===== src/rtl/seg_disp_pkg.sv =====
`default_nettype none
// ============================================================================
//  Module      : seg_disp_pkg
//  Description : Shared types and constants for the HEX word display path.
//  Revision    : 1.0 - initial release
// ============================================================================
package seg_disp_pkg;

  // Display mode, also shown on the board LEDs
  typedef enum logic [1:0] {
    S_LO     = 2'd0,
    S_HI     = 2'd1,
    S_SCROLL = 2'd2
  } mode_e;

  localparam int NUM_DIGITS   = 6;
  localparam int RING_LEN     = 10;
  localparam int NIB_PER_WORD = 8;

  // Nibble n of a 32-bit word (n0 = [3:0])
  function automatic logic [3:0] get_nib(input logic [31:0] w, input int n);
    return w[4*n +: 4];
  endfunction

endpackage
`default_nettype wire


===== src/rtl/btn_debounce.sv =====
`default_nettype none
// ============================================================================
//  Module      : btn_debounce
//  Description : 2-FF synchronizer, stable-level debouncer and rising-edge
//                press pulse for a raw asynchronous push button.
//  Revision    : 1.0 - initial release
// ============================================================================
module btn_debounce #(
  parameter int DB_CYC = 500000
) (
  input  logic clk,
  input  logic rst,
  input  logic i_btn,
  output logic o_press
);

  localparam int              CNT_W    = (DB_CYC > 1) ? $clog2(DB_CYC) : 1;
  localparam logic [CNT_W-1:0] CNT_LAST = CNT_W'(DB_CYC - 1);

  logic             r_sync1;
  logic             r_sync2;
  logic             r_level;
  logic [CNT_W-1:0] r_cnt;
  logic             r_press;

  // Bring the asynchronous button into the clk domain
  always_ff @(posedge clk) begin
    if (rst) begin
      r_sync1 <= 1'b0;
      r_sync2 <= 1'b0;
    end else begin
      r_sync1 <= i_btn;
      r_sync2 <= r_sync1;
    end
  end

  // Accept a new level only after it has differed for DB_CYC consecutive
  // cycles; any return to the accepted level restarts the count. The press
  // pulse fires on the same edge the accepted level goes 0->1.
  always_ff @(posedge clk) begin
    if (rst) begin
      r_level <= 1'b0;
      r_cnt   <= '0;
      r_press <= 1'b0;
    end else begin
      r_press <= 1'b0;
      if (r_sync2 != r_level) begin
        if (r_cnt == CNT_LAST) begin
          r_level <= r_sync2;
          r_cnt   <= '0;
          r_press <= r_sync2;
        end else begin
          r_cnt <= r_cnt + 1'b1;
        end
      end else begin
        r_cnt <= '0;
      end
    end
  end

  assign o_press = r_press;

endmodule
`default_nettype wire


===== src/rtl/hex_word_display.sv =====
`default_nettype none
// ============================================================================
//  Module      : hex_word_display
//  Description : Captures a 32-bit debug word over valid/ready and selects
//                which nibbles drive the six HEX digits (low page, high page
//                or auto-scroll over a 10-position ring), with blank flags.
//  Revision    : 1.0 - initial release
// ============================================================================
module hex_word_display
  import seg_disp_pkg::*;
#(
  parameter int DB_CYC     = 500000,
  parameter int SCROLL_CYC = 25000000
) (
  input  logic        clk,
  input  logic        rst,
  input  logic        in_valid,
  output logic        in_ready,
  input  logic [31:0] in_data,
  input  logic        freeze,
  input  logic        lz_en,
  input  logic        scroll_en,
  input  logic        page_btn,
  output logic [23:0] nibble_o,
  output logic [5:0]  blank_o,
  output logic [1:0]  page_o
);

  localparam int              SC_W    = (SCROLL_CYC > 1) ? $clog2(SCROLL_CYC) : 1;
  localparam logic [SC_W-1:0] SC_LAST = SC_W'(SCROLL_CYC - 1);

  logic [31:0]     r_word;
  mode_e           r_mode;
  mode_e           w_mode_nxt;
  logic [3:0]      r_offset;
  logic [SC_W-1:0] r_scnt;
  logic            w_press;
  logic [23:0]     w_nib;
  logic [5:0]      w_blk;
  logic            w_lead;
  logic [4:0]      w_pos;
  logic [23:0]     r_nib;
  logic [5:0]      r_blk;

  assign in_ready = ~freeze;

  btn_debounce #(
    .DB_CYC (DB_CYC)
  ) u_btn (
    .clk     (clk),
    .rst     (rst),
    .i_btn   (page_btn),
    .o_press (w_press)
  );

  // Capture the word on an accepted handshake; no buffering when not ready
  always_ff @(posedge clk) begin
    if (rst) begin
      r_word <= '0;
    end else if (in_valid && in_ready) begin
      r_word <= in_data;
    end
  end

  // Mode state register
  always_ff @(posedge clk) begin
    if (rst) begin
      r_mode <= S_LO;
    end else begin
      r_mode <= w_mode_nxt;
    end
  end

  // Mode transitions; scroll_en outranks a press in the same cycle
  always_comb begin
    w_mode_nxt = r_mode;
    case (r_mode)
      S_LO: begin
        if (scroll_en)    w_mode_nxt = S_SCROLL;
        else if (w_press) w_mode_nxt = S_HI;
      end
      S_HI: begin
        if (scroll_en)    w_mode_nxt = S_SCROLL;
        else if (w_press) w_mode_nxt = S_LO;
      end
      S_SCROLL: begin
        if (!scroll_en)   w_mode_nxt = S_LO;
      end
      default: w_mode_nxt = S_LO;
    endcase
  end

  // Scroll timer and ring offset; both restart on entry to scroll mode
  always_ff @(posedge clk) begin
    if (rst) begin
      r_scnt   <= '0;
      r_offset <= '0;
    end else if (w_mode_nxt == S_SCROLL && r_mode != S_SCROLL) begin
      r_scnt   <= '0;
      r_offset <= '0;
    end else if (r_mode == S_SCROLL) begin
      if (r_scnt == SC_LAST) begin
        r_scnt   <= '0;
        r_offset <= (r_offset == 4'(RING_LEN - 1)) ? 4'd0 : r_offset + 4'd1;
      end else begin
        r_scnt <= r_scnt + 1'b1;
      end
    end
  end

  // Digit selection and blanking for the current word, mode and offset.
  // Blanked digits outside the low page carry a zero nibble.
  always_comb begin
    w_nib  = '0;
    w_blk  = '0;
    w_lead = 1'b0;
    w_pos  = '0;
    case (r_mode)
      S_LO: begin
        for (int d = 0; d < NUM_DIGITS; d++) begin
          w_nib[4*d +: 4] = get_nib(r_word, d);
        end
        // Blank from d5 down while zero; d0 always stays lit
        w_lead = lz_en;
        for (int d = NUM_DIGITS - 1; d > 0; d--) begin
          if (w_lead && get_nib(r_word, d) == 4'd0) begin
            w_blk[d] = 1'b1;
          end else begin
            w_lead = 1'b0;
          end
        end
      end
      S_HI: begin
        w_blk[5:2]  = 4'b1111;
        w_nib[7:4]  = get_nib(r_word, 7);
        w_nib[3:0]  = get_nib(r_word, 6);
        w_blk[1]    = lz_en && (get_nib(r_word, 7) == 4'd0);
      end
      S_SCROLL: begin
        // Digit d5-k shows ring[(offset+k) mod 10]; ring r<8 holds n(7-r)
        for (int k = 0; k < NUM_DIGITS; k++) begin
          w_pos = {1'b0, r_offset} + 5'(k);
          if (w_pos >= 5'(RING_LEN)) begin
            w_pos = w_pos - 5'(RING_LEN);
          end
          if (w_pos < 5'(NIB_PER_WORD)) begin
            w_nib[4*(NUM_DIGITS-1-k) +: 4] = get_nib(r_word, NIB_PER_WORD - 1 - int'(w_pos));
          end else begin
            w_blk[NUM_DIGITS-1-k] = 1'b1;
          end
        end
      end
      default: begin
        w_nib = '0;
        w_blk = '0;
      end
    endcase
  end

  // Register the digit outputs
  always_ff @(posedge clk) begin
    if (rst) begin
      r_nib <= '0;
      r_blk <= '0;
    end else begin
      r_nib <= w_nib;
      r_blk <= w_blk;
    end
  end

  assign nibble_o = r_nib;
  assign blank_o  = r_blk;
  assign page_o   = r_mode;

endmodule
`default_nettype wire


===== config.mk =====
export PLATFORM = sky130hd
export DESIGN_NAME = hex_word_display
export DESIGN_NICKNAME = d
export VERILOG_FILES = /design/src/rtl/seg_disp_pkg.sv /design/src/rtl/btn_debounce.sv /design/src/rtl/hex_word_display.sv
export SDC_FILE = /design/constraint.sdc
export NUM_CORES = 1
export LEC_CHECK = 0
export CAP_MARGIN = 20
export CORE_UTILIZATION = 50
export CTS_CLUSTER_SIZE = 10
export DETAILED_ROUTE_END_ITERATION = 7
export PLACE_DENSITY = 0.72
export SYNTH_ARGS = -nofsm -noshare
export SYNTH_HDL_FRONTEND = slang
export SYNTH_SLANG_ARGS = --single-unit

===== constraint.sdc =====
create_clock -name clk -period 6.4 [get_ports clk]
set_input_delay 1.28 -clock clk [delete_from_list [all_inputs] [get_ports clk]]
set_output_delay 1.28 -clock clk [all_outputs]
set_load 0.01 [all_outputs]

## Word level (Yosys, flattened, before mapping)

Cells that the tools add are included.
Widths: inputs -> output; s select.

- Memory bits (writable): 0
- Memories: 0
- Register bits: 116
- Memory bits (read-only): 0
- Bits in latches: 0
- Word-level logic and storage cells: 131
- Input bits: 39

- Reductions and logical operators: 21
- Equal/unequal tests: 8
- Magnitude comparators: 12
- Multiplexer cells: 48
- Divide/modulo/power cells: 0
- Add/sub/neg operators: 20
- Bitwise operators: 4
- Shifts and indexed selects: 6
- $mul: 0

Operator list:

| operator | number |
|---|---|
| $shiftx 32x8->4 | 6 |
| $mux 5 | 12 |
| $sub 3x5->6 const A | 6 |
| $pmux 16 s2 | 1 |
| $lt 5x4->1 const B | 6 |
| $mux 4 | 7 |
| $add 25x1->25 const B | 1 |
| $eq 25x25->1 const B | 1 |
| $ge 5x4->1 const B | 5 |
| $mux 25 | 1 |
| $sub 5x4->5 const B | 5 |
| $logic_not 4->1 | 6 |
| $pmux 8 s3 | 1 |
| $add 19x1->19 const B | 1 |
| $eq 19x19->1 const B | 1 |
| $mux 1 | 19 |
| $pmux 5 s3 | 1 |
| $add 4x2->5 const B | 2 |
| $add 4x3->5 const B | 2 |
| $mux 2 | 5 |
| $logic_and 1x1->1 | 8 |
| $pmux 2 s3 | 1 |
| $reduce_or 3->1 | 2 |
| $add 4x1->5 const B | 1 |
| 12 further kinds | 18 |

## Depth between registers and ports, before layout

- Depth in word-level cells: 16
- Depth in mapped cells: 15
- Depth with buffers taken out: 13

## Cells and area by module

A second synthesis with hierarchy kept.

- Cells, all modules: 827
- Area total of the unflattened synthesis: 7184.4 um2

By module, submodules not included:

| module | area each (um2) | seq. area each (um2) | cells an instance | instances |
|---|---|---|---|---|
| hex_word_display | 6149.6 | 1861.8 | 712 | 1 |
| btn_debounce | 1034.7 | 460.4 | 115 | 1 |

## Worst setup path before layout

Ideal clock, no wire load.

- Kind: flip-flop to flip-flop
- Start point: register r_offset[1]
- End point: register r_nib[10] (netlist: nibble_o[10])
- Setup slack: 2.994 ns
- Arrival: 3.282 ns
- Stages on the path, launching flop included: 14
- Buffers on the path: 2
- Library setup time: 0.123 ns
- Period minus slack after synthesis: 3.406 ns
- Path through: dfxtp_1 -> clkbuf_1 -> inv_1 -> ha_1 -> clkbuf_1 -> inv_1 -> ha_1 -> nand2_1 -> nand2_1 -> a21boi_4 -> mux2i_2 -> mux4_2 -> mux2i_1 -> o21ai_0

- Longest elaborated chain between the ends: 8

RTL lines:

| what | line | source |
|---|---|---|
| from (decl) | hex_word_display.sv:35 | `logic [3:0] r_offset;` |
| from (signal assigned) | hex_word_display.sv:104 | `r_offset <= (r_offset == 4'(RING_LEN - 1)) ? 4'd0 : r_offset + 4'd1;` |
| $add 4x2->5 * | hex_word_display.sv:142 | `w_pos = {1'b0, r_offset} + 5'(k);` |
| $sub 5x4->5 or $ge 5x4->1 (tied branches) | hex_word_display.sv:144, hex_word_display.sv:143 |  |
| $mux 5 * | hex_word_display.sv:143 | `if (w_pos >= 5'(RING_LEN)) begin` |
| $mux 5 * | hex_word_display.sv:118 | `case (r_mode)` |
| $sub 3x5->6 | hex_word_display.sv:147 | `w_nib[4*(NUM_DIGITS-1-k) +: 4] = get_nib(r_word, NIB_PER_WORD - 1 - int'(w_pos));` |
| $shiftx 32x8->4 | seg_disp_pkg.sv:22 | `return w[4*n +: 4];` |
| $mux 4 * | hex_word_display.sv:146 | `if (w_pos < 5'(NIB_PER_WORD)) begin` |
| $pmux 16 s2 * | hex_word_display.sv:118 |  |
| to (signal assigned) | hex_word_display.sv:166 | `r_nib <= w_nib;` |
| to (decl) | hex_word_display.sv:42 | `logic [23:0] r_nib;` |

Every way passes the cells marked *; elsewhere a longest branch is shown, timed or not. The select of a mux whose other input is x is not followed.
A chain may end at the register's enable or synchronous reset.

## Final worst setup path

- Start point: register r_offset[1]
- End point: register r_nib[17] (netlist: nibble_o[17])

- Longest elaborated chain between the ends: 8

RTL lines:

| what | line |
|---|---|
| $add 4x1->5 * | hex_word_display.sv:142 |
| $sub 5x4->5 or $ge 5x4->1 (tied branches) | hex_word_display.sv:144, hex_word_display.sv:143 |
| $mux 5 * | hex_word_display.sv:143 |
| $mux 5 * | hex_word_display.sv:118 |
| $sub 3x5->6 | hex_word_display.sv:147 |
| $shiftx 32x8->4 | seg_disp_pkg.sv:22 |
| $mux 4 * | hex_word_display.sv:146 |
| $pmux 16 s2 * | hex_word_display.sv:118 |

Marked as above.

==> impl_metrics.tcl <==
set metrics [dict create \
    clockBufferDepth 2 \
    grt_setup_unrepaired "no" \
    cts_tree "done" \
    required_ps 6740 \
    syn2layout_area_growth_pct 20.7 \
    synth_cell_type_count 63 \
    cts.sinks 116 \
    cts-buffers-inserted 17 \
    ant_nets 0 \
    cts-root-buf "clkbuf_16" \
    cts_resized 0 \
    crit_path_frequent_cell "ha_1" \
    async_reset_ff_frac 0 \
    ys_ff_latch 116 \
    routed_wl_um 19000 \
    cp-start-kind "register" \
    fp.dieW_um 119 \
    synthesis.nets 826 \
    grt_pass1_wl_um 30400 \
    crit_type "register to register" \
    tightest_slew_ps 1010 \
    fmax_ghz 0.247 \
    crit_path_cell_trace "inv_1 -> ha_1 -> inv_1 -> ha_1 -> a21oi_1 -> nand2_1 -> o21ai_0 -> a21oi_1 -> or2_2 -> ha_1 -> nand4b_1 -> o21ai_0" \
    grt_antenna_before_repair 0 \
    netlist_area_sq_um 6820 \
    worst-path-buf-inv 2 \
    path_max_fanout 19 \
    ios 72 \
    cpPeakStageDelay_ps 830 \
    ctsHoldBuffers 0 \
    final_cell_area_sq_um 8240 \
    power.leakage_uw 0.00296 \
    antenna_cells 0 \
    synthTopCellsByArea "dfxtp_1, mux4_2, mux2i_1, nand2_1, a21oi_1" \
    grt_max_degree 64 \
    crit_family "adder cells" \
    hold_class "register to register" \
    grt_pass1_vias 5711 \
    ir_drop_v 0.000152 \
    hold_viol 0 \
    ys_warn_count 0 \
    r2r-end "nibble_o[17]" \
    crit_end "nibble_o[17]" \
    num_vias 5890 \
    p_total_uw 1930 \
    multi_input_area_sq_um 4250 \
    yosysTopAreaCell "dfxtp_1" \
    port-buffer-count 71 \
    drt_iter0_markers 435 \
    worstPathArrival_ps 4380 \
    dieHeight_um 119 \
    initial_utilization 0.513 \
    drive_gt1_frac 0.0978 \
    startpoint "r_offset[1]" \
    fin_crit_sh 0.631 \
    drv_cap 0 \
    post_cts_buffers 0 \
    fin_util 0.619 \
    nFillCells 1140 \
    max_slew_margin 0.325 \
    place_hpwl_um 13700 \
    ys.flop_type "dfxtp_1" \
    path_depth 12 \
    fin_crit_ps 4040 \
    hold-worst-slack_ps 444 \
    fin_skew_ps 8.38 \
    synth_cells 760 \
    track_usage 0.282 \
    regArea_sq_um 2320 \
    slowest_stage "ha_1" \
    p_per_area_nw_per_um2 234 \
    dieArea_sq_um 14100 \
    gr-total-overflow 0 \
    nets 881 \
    yosysTopAreaCellShare 0.340 \
    setup_viol 0 \
    cp-end-kind "register" \
    rrSetupSlack_ps 2360 \
    synth_edf_count 0 \
    tns_ps 0 \
    seq_area_frac_synth 0.340 \
    outcome "complete, no violations" \
    clock_latency_ps 420 \
    maxSlewViolCount 0 \
    synth_area_per_cell_sq_um 8.98 \
    clk_pin_slew_ps 50 \
    rows 42 \
    drc 0 \
    htree_levels 4 \
    min-delay-start "u_btn.r_sync1" \
    drt_pass1_iterations 5 \
    avgRoutedWirePerCell_um 19.0 \
    core_area_sq_um 13300 \
    postPlaceCellArea_sq_um 7580 \
    r2r_cells 12 \
    gp_congestion 0.870 \
    r2r-start "r_offset[1]" \
    viasPerCell 5.87 \
]
==> worst min-delay path by stage <==
stage               depth (start not counted)  slack, ps             to
global placement                            1        430  u_btn.r_sync2
finish                                      1        440  u_btn.r_sync2
detailed placement                          1        430  u_btn.r_sync2
global route                                1        470  u_btn.r_sync2
CTS                                         1        450  u_btn.r_sync2
floorplan                                   1        410  u_btn.r_sync2
==> cells in the final DEF, fill, tap and decap left out, types with 3 or more instances in the layout <==
master and n:
nand2_1 121, dfxtp_1 115, nor2_1 89, clkdlybuf4s50_1 70, a21oi_1 68, mux2i_1 54, xor2_1 30, ha_1 26
mux4_2 25, o21ai_0 18, nand3_1 18, clkbuf_16 17, xnor2_1 15, inv_1 14, nor3_1 9, nor4_1 9
or3_1 9, nand4_1 9, nor2b_1 7, nand4b_1 6, and3_1 6, a211oi_1 5, mux4_1 5, o22a_1 5
clkbuf_8 5, nand2b_1 4, a21o_1 4, bufinv_16 4, xnor2_2 3, mux2i_2 3, o21ai_1 3, a31oi_1 3
==> stage by stage <==
step / worst slack [ps] / cells
2_1_floorplan: 2990 / 760
3_3_place_gp: 2560 / 971
3_5_place_dp: 2410 / 971
4_1_cts: 2390 / 1003
5_1_grt: 2070 / 1004
6_report: 2360 / 1004
==> logic make-up (layout without fill, tap and decap cells) <==
kind of cell    after synthesis  in the layout  synth area share
compound gates              123            123             0.109
xor+xnor                     49             49            0.0690
fa+ha+maj                    27             27            0.0506
buf+inv                      54            122            0.0370
flops                       116            116             0.340
mux                          89             89             0.190
simple gates                302            302             0.204
==> sequential cells by signal (all words and copies together) (netlist names), 2 cells and up <==
register,cells
blank_o,6
r_scnt,25
page_o,2
r_offset,4
nibble_o,24
u_btn.r_cnt,19
r_word,32
==> metal layers <==
| metal | vias to the layer above | wire (um) | GRT usage |
|---|---|---|---|
| met5 | - | 0 | 0 |
| met2 | 226 | 9020 | 0.452 |
| met3 | 39 | 1310 | 0.0733 |
| met1 | 2821 | 8260 | 0.364 |
| met4 | 0 | 459 | 0.108 |
| li1 | 2804 | - | - |
==> layout make-up <==
class	instances	area share
multi-input cells	590	0.516
flip-flops and latches	116	0.282
repair buffers	74	0.0889
clock buffers	24	0.0609
well taps	176	0.0267
clock inverters	8	0.0176
inverters	16	0.00760
==> Yosys cell counts, drive strengths merged, types with 3 or more instances <==
master  count
nand2     121
dfxtp     116
nor2       89
a21oi      69
mux2i      57
xor2       31
mux4       30
ha         26
o21ai      21
clkbuf     20
buf        18
nand3      18
xnor2      18
inv        16
nand4       9
nor3        9
nor4        9
or3         9
nor2b       8
and3        6
nand4b      6
a211oi      5
o22a        5
a21o        4
a31oi       4
nand2b      4
a21boi      3
==> report_power, final <==
part | switching (uW) | total [uW] | internal [uW] | leakage, uW
sequential | 27.9 | 769 | 741 | 0.000942
combinational | 65.3 | 133 | 67.3 | 0.00170
clock | 325 | 1030 | 701 | 0.000312
No activity file was read; power rests on OpenSTA's default activity.
